===== src/rtl/reservation_station.sv =====
// rtl/reservation_station.sv - Tomasulo reservation station with CDB snoop and FU dispatch.
// Optional RS_ISSUE_BYPASS_EN: capture a same-cycle CDB broadcast into an operand being issued.
module reservation_station #(
  parameter int DEPTH    = 4,
  parameter int TAG_W    = 5,
  parameter int DATA_W   = 32,
  parameter int OP_W     = 4,
  parameter int TAG_BASE = 1
) (
  input  logic                         clk,
  input  logic                         rst,
  input  logic                         in_issue_valid,
  output logic                         out_issue_ready,
  input  logic [OP_W-1:0]              in_issue_op,
  input  logic [DATA_W-1:0]            in_val_1,
  input  logic [DATA_W-1:0]            in_val_2,
  input  logic [TAG_W-1:0]             in_tag_1,
  input  logic [TAG_W-1:0]             in_tag_2,
  output logic [TAG_W-1:0]             out_alloc_tag,
  input  logic                         in_CDB_broadcast,
  input  logic [TAG_W-1:0]             in_CDB_tag,
  input  logic [DATA_W-1:0]            in_CDB_val,
  output logic                         out_disp_valid,
  input  logic                         in_disp_ready,
  output logic [OP_W-1:0]              out_disp_op,
  output logic [DATA_W-1:0]            out_disp_val_1,
  output logic [DATA_W-1:0]            out_disp_val_2,
  output logic [TAG_W-1:0]             out_disp_tag,
  output logic [$clog2(DEPTH+1)-1:0]   out_count
);

  localparam int CNT_W = $clog2(DEPTH + 1);
  localparam int IDX_W = (DEPTH > 1) ? $clog2(DEPTH) : 1;

  logic [DEPTH-1:0]  busy;
  logic [OP_W-1:0]   op_q [DEPTH];
  logic [DATA_W-1:0] v1_q [DEPTH];
  logic [DATA_W-1:0] v2_q [DEPTH];
  logic [TAG_W-1:0]  q1_q [DEPTH];
  logic [TAG_W-1:0]  q2_q [DEPTH];

  logic             free_found;
  logic [IDX_W-1:0] free_idx;
  logic             rdy_found;
  logic [IDX_W-1:0] rdy_idx;
  logic [CNT_W-1:0] busy_cnt;
  logic             issue;
  logic             disp;
  logic             cdb_hit;
  logic             byp_1;
  logic             byp_2;

  // Scanning from the top down leaves the lowest matching index in place.
  always_comb begin
    free_found = 1'b0;
    free_idx   = '0;
    rdy_found  = 1'b0;
    rdy_idx    = '0;
    busy_cnt   = '0;
    for (int i = DEPTH - 1; i >= 0; i--) begin
      if (!busy[i]) begin
        free_found = 1'b1;
        free_idx   = IDX_W'(i);
      end
      if (busy[i] && (q1_q[i] == '0) && (q2_q[i] == '0)) begin
        rdy_found = 1'b1;
        rdy_idx   = IDX_W'(i);
      end
    end
    for (int i = 0; i < DEPTH; i++) begin
      busy_cnt = busy_cnt + CNT_W'(busy[i]);
    end
  end

  assign issue   = in_issue_valid && free_found;
  assign disp    = rdy_found && in_disp_ready;
  assign cdb_hit = in_CDB_broadcast && (in_CDB_tag != '0);

`ifdef RS_ISSUE_BYPASS_EN
  assign byp_1 = cdb_hit && (in_tag_1 == in_CDB_tag);
  assign byp_2 = cdb_hit && (in_tag_2 == in_CDB_tag);
`else
  assign byp_1 = 1'b0;
  assign byp_2 = 1'b0;
`endif

  assign out_issue_ready = free_found;
  assign out_alloc_tag   = free_found ? (TAG_W'(TAG_BASE) + TAG_W'(free_idx)) : '0;
  assign out_count       = busy_cnt;

  // Dispatch fields come only from registers, so a CDB capture is visible a cycle later.
  assign out_disp_valid = rdy_found;
  assign out_disp_op    = rdy_found ? op_q[rdy_idx] : '0;
  assign out_disp_val_1 = rdy_found ? v1_q[rdy_idx] : '0;
  assign out_disp_val_2 = rdy_found ? v2_q[rdy_idx] : '0;
  assign out_disp_tag   = rdy_found ? (TAG_W'(TAG_BASE) + TAG_W'(rdy_idx)) : '0;

  always_ff @(posedge clk) begin
    if (rst) begin
      busy <= '0;
      for (int i = 0; i < DEPTH; i++) begin
        op_q[i] <= '0;
        v1_q[i] <= '0;
        v2_q[i] <= '0;
        q1_q[i] <= '0;
        q2_q[i] <= '0;
      end
    end else begin
      for (int i = 0; i < DEPTH; i++) begin
        if (issue && (free_idx == IDX_W'(i))) begin
          busy[i] <= 1'b1;
          op_q[i] <= in_issue_op;
          v1_q[i] <= byp_1 ? in_CDB_val : in_val_1;
          q1_q[i] <= byp_1 ? '0 : in_tag_1;
          v2_q[i] <= byp_2 ? in_CDB_val : in_val_2;
          q2_q[i] <= byp_2 ? '0 : in_tag_2;
        end else if (busy[i]) begin
          if (disp && (rdy_idx == IDX_W'(i))) begin
            busy[i] <= 1'b0;
          end
          if (cdb_hit && (q1_q[i] == in_CDB_tag)) begin
            v1_q[i] <= in_CDB_val;
            q1_q[i] <= '0;
          end
          if (cdb_hit && (q2_q[i] == in_CDB_tag)) begin
            v2_q[i] <= in_CDB_val;
            q2_q[i] <= '0;
          end
        end
      end
    end
  end

endmodule


===== config.mk =====
export PLATFORM = sky130hd
export DESIGN_NAME = reservation_station
export DESIGN_NICKNAME = d
export VERILOG_FILES = /design/src/rtl/reservation_station.sv
export SDC_FILE = /design/constraint.sdc
export NUM_CORES = 1
export LEC_CHECK = 0
export CAP_MARGIN = 20
export CORE_MARGIN = 2
export CORE_UTILIZATION = 56
export CTS_BUF_LIST = sky130_fd_sc_hd__clkbuf_16
export CTS_CLUSTER_DIAMETER = 50
export CTS_CLUSTER_SIZE = 14
export DETAILED_ROUTE_END_ITERATION = 7
export PLACE_DENSITY_LB_ADDON = 0.05
export SKIP_LAST_GASP = 1
export SYNTH_ARGS = -nofsm -noshare
export SYNTH_HDL_FRONTEND = slang
export SYNTH_SLANG_ARGS = --single-unit

===== constraint.sdc =====
create_clock -name clk -period 5.5 [get_ports clk]
set_clock_uncertainty 0.2 [all_clocks]
set_input_delay 1.1 -clock clk [delete_from_list [all_inputs] [get_ports clk]]
set_output_delay 1.1 -clock clk [all_outputs]
set_load 0.02 [all_outputs]

==> results.json <==
{
  "layout_common_cells": "edfxtp_1 (312), a22o_1 (256), clkdlybuf4s50_1 (198)",
  "io_pins": 203,
  "cp-end-kind": "output pin",
  "start_kind": "register",
  "grt_pass1_vias": 12100,
  "fin_hold_ws_ns": 0.406,
  "nNetsFinal": 1527,
  "ant_nets": 0,
  "cp_cell_sequence": "nor4_1 > and3_1 > o211a_4 > buf_4 > a31oi_1 > a211oi_1 > clkdlybuf4s50_1",
  "clkLatencyLatePin_ns": 0.57,
  "synth.top_cells.by_area": "edfxtp_1 (58%), a22o_1 (14%), a211oi_1 (3.1%)",
  "drive_gt1_share_pct": 10.5,
  "clk_pin_slew_worst_paths_ns": 0.06,
  "min_period_over_period_pct": 97.4,
  "drv_slew": 0,
  "grt_pass1_wl_mm": 74.6,
  "portBuffers": 198,
  "hpwl_mm": 30.5,
  "gr-total-overflow": 0,
  "synth.largest_area_cell": "edfxtp_1",
  "dieWidth_um": 174,
  "area_growth_pct": 20.9,
  "place_area_um2": 18600,
  "finalWorstSetupSlack_ns": 0.141,
  "arrival_ns": 4.06,
  "max-cap-violations": 0,
  "vias": 12400,
  "total_leakage_power_nw": 7.08,
  "antenna_found_initial": 1,
  "path_max_fanout": 39,
  "wl_per_cell_um": 28.0,
  "die_h_um": 174,
  "cpPeakStageDelay_ns": 0.74,
  "maxSlewHeadroom_pct": 30.9,
  "setup_tns_ns": 0,
  "cts_setup_buffers": 0,
  "tightest_slew_ns": 1.03,
  "drt_wl_total_mm": 50.4,
  "cts_resized": 0,
  "place_ws_ns": 0.864,
  "synth_edf_count": 312,
  "design_area_um2": 19600,
  "grt.total_usage_pct": 32.4,
  "ctsHoldBuffers": 0,
  "total_power_w": 0.00543,
  "vdd_drop_max_v": 0.000255,
  "finalSetupViolations": 0,
  "min_period_ns": 5.36,
  "syn_area_um2": 16200,
  "clkSinkCount": 316,
  "rsz0062_at_grt": "no",
  "powerDensity_nw_per_um2": 277,
  "cts_buffer_depth": 3,
  "synthArstFlopShare_pct": 0,
  "critPathKind": "register to output pin",
  "drc": 0,
  "dr.pass1.iters": 6,
  "drt-vias-per-instance": 6.91,
  "antenna_cells": 0,
  "cts_buffers": 31,
  "grt_max_degree": 61,
  "drt_iter0_markers": 1448,
  "synth_top_area_share_pct": 57.8,
  "yosysUniqueCellTypes": 51,
  "yosysWarnings": 0,
  "synth_seq_area_share_pct": 58.3,
  "core-area_um2": 28600,
  "syn_inst": 1275,
  "dieArea_um2": 30300,
  "clockRootBuffer": "clkbuf_16",
  "row_count": 62,
  "critPathSlowestCell": "clkdlybuf4s50_1",
  "report.final.hold_viol_count": 0,
  "outcome": "finished, final reports clean",
  "final_common_cell": "edfxtp_1",
  "syn_avg_cell_area_um2": 12.7,
  "h-tree-depth": 1,
  "synth_seq_cells": 316,
  "fmax_ghz": 0.187,
  "routabilityCongestion": 0.826,
  "worstHoldPathType": "register to register",
  "cts_tree": "built",
  "synth_ff_type": "edfxtp_1",
  "start_util_pct": 56.7,
  "crit_required_ns": 4.20
}
routing by layer:
metal	vias up	track usage (%)	share of wire [%]
li1	5386	-	-
met1	6169	43.4	38
met2	770	53.1	48
met3	108	6.06	11
met4	2	11.9	3.1
met5	-	0	0.014
synth_stat cells (all sizes together), types with 2 or more instances:
cell type,count
a211oi,66
a21oi,3
a221oi,13
a22o,256
a311oi,44
a31o,4
a31oi,25
and2,58
and3,59
buf,98
clkbuf,72
dfxtp,4
edfxtp,312
ha,7
inv,13
mux2i,13
nand2,5
nand2b,4
nand3,61
nor2,5
nor3,14
nor4,8
nor4b,4
o21ai,75
or2,2
xnor2,20
xor2,20
path summary, 6_finish.rpt:
kind | startpoint | to | cells past startpoint | slack, ns
max reg2reg | busy[0]$_SDFF_PP0_ | v2_q[1][22]$_SDFFCE_PN0P_ | 6 | 2.13
min reg2reg | busy[1]$_SDFF_PP0_ | busy[1]$_SDFF_PP0_ | 1 | 0.41
min | busy[1]$_SDFF_PP0_ | busy[1]$_SDFF_PP0_ | 1 | 0.41
max | q1_q[2][0]$_SDFFCE_PP0P_ | out_disp_val_2[17] | 7 | 0.14
through the flow:
stage          instances  util [%]
6_report            1800      68.5
5_1_grt             1800      68.5
4_1_cts             1795      68.3
3_5_place_dp        1745      64.9
3_3_place_gp        1744      64.8
2_1_floorplan       1278         -
area by class of cell:
type / count / area, µm²
multi-input cells: 779 / 6060
clock inverters: 19 / 194
clock buffers: 31 / 776
well taps: 384 / 480
flip-flops and latches: 316 / 9450
repair buffers: 258 / 2590
inverters: 13 / 50.0
fillers: 2088 / 9020
state kept, by name (all words and copies together) (netlist names):
| name | flops |
|---|---|
| v2_q | 128 |
| busy | 4 |
| q2_q | 20 |
| v1_q | 128 |
| op_q | 16 |
| q1_q | 20 |
worst max-delay path: cells and delay by family, from the launching register on:
family	cells	cell delay, ns
buffers and inverters	2	1.20
and+or+nand+nor	2	1.00
AOI/OAI and AO/OA	3	0.87
DFF	1	0.41
power breakdown:
| group | total, W | internal (W) | switching [W] |
|---|---|---|---|
| clock network | 0.00209 | 0.00117 | 0.000920 |
| logic | 0.000489 | 0.000189 | 0.000300 |
| registers | 0.00285 | 0.00280 | 0.0000519 |
| total | 0.00543 | 0.00416 | 0.00127 |
kinds of logic after synthesis:
| logic type | synth area share [%] |
|---|---|
| simple gates | 8.70 |
| flops | 58.3 |
| buf+inv | 5.43 |
| other cells | 0.0231 |
| mux | 0.802 |
| xor+xnor | 2.16 |
| fa+ha+maj | 0.663 |
| compound gates | 24.0 |
No activity file was read; power rests on OpenSTA's default activity.
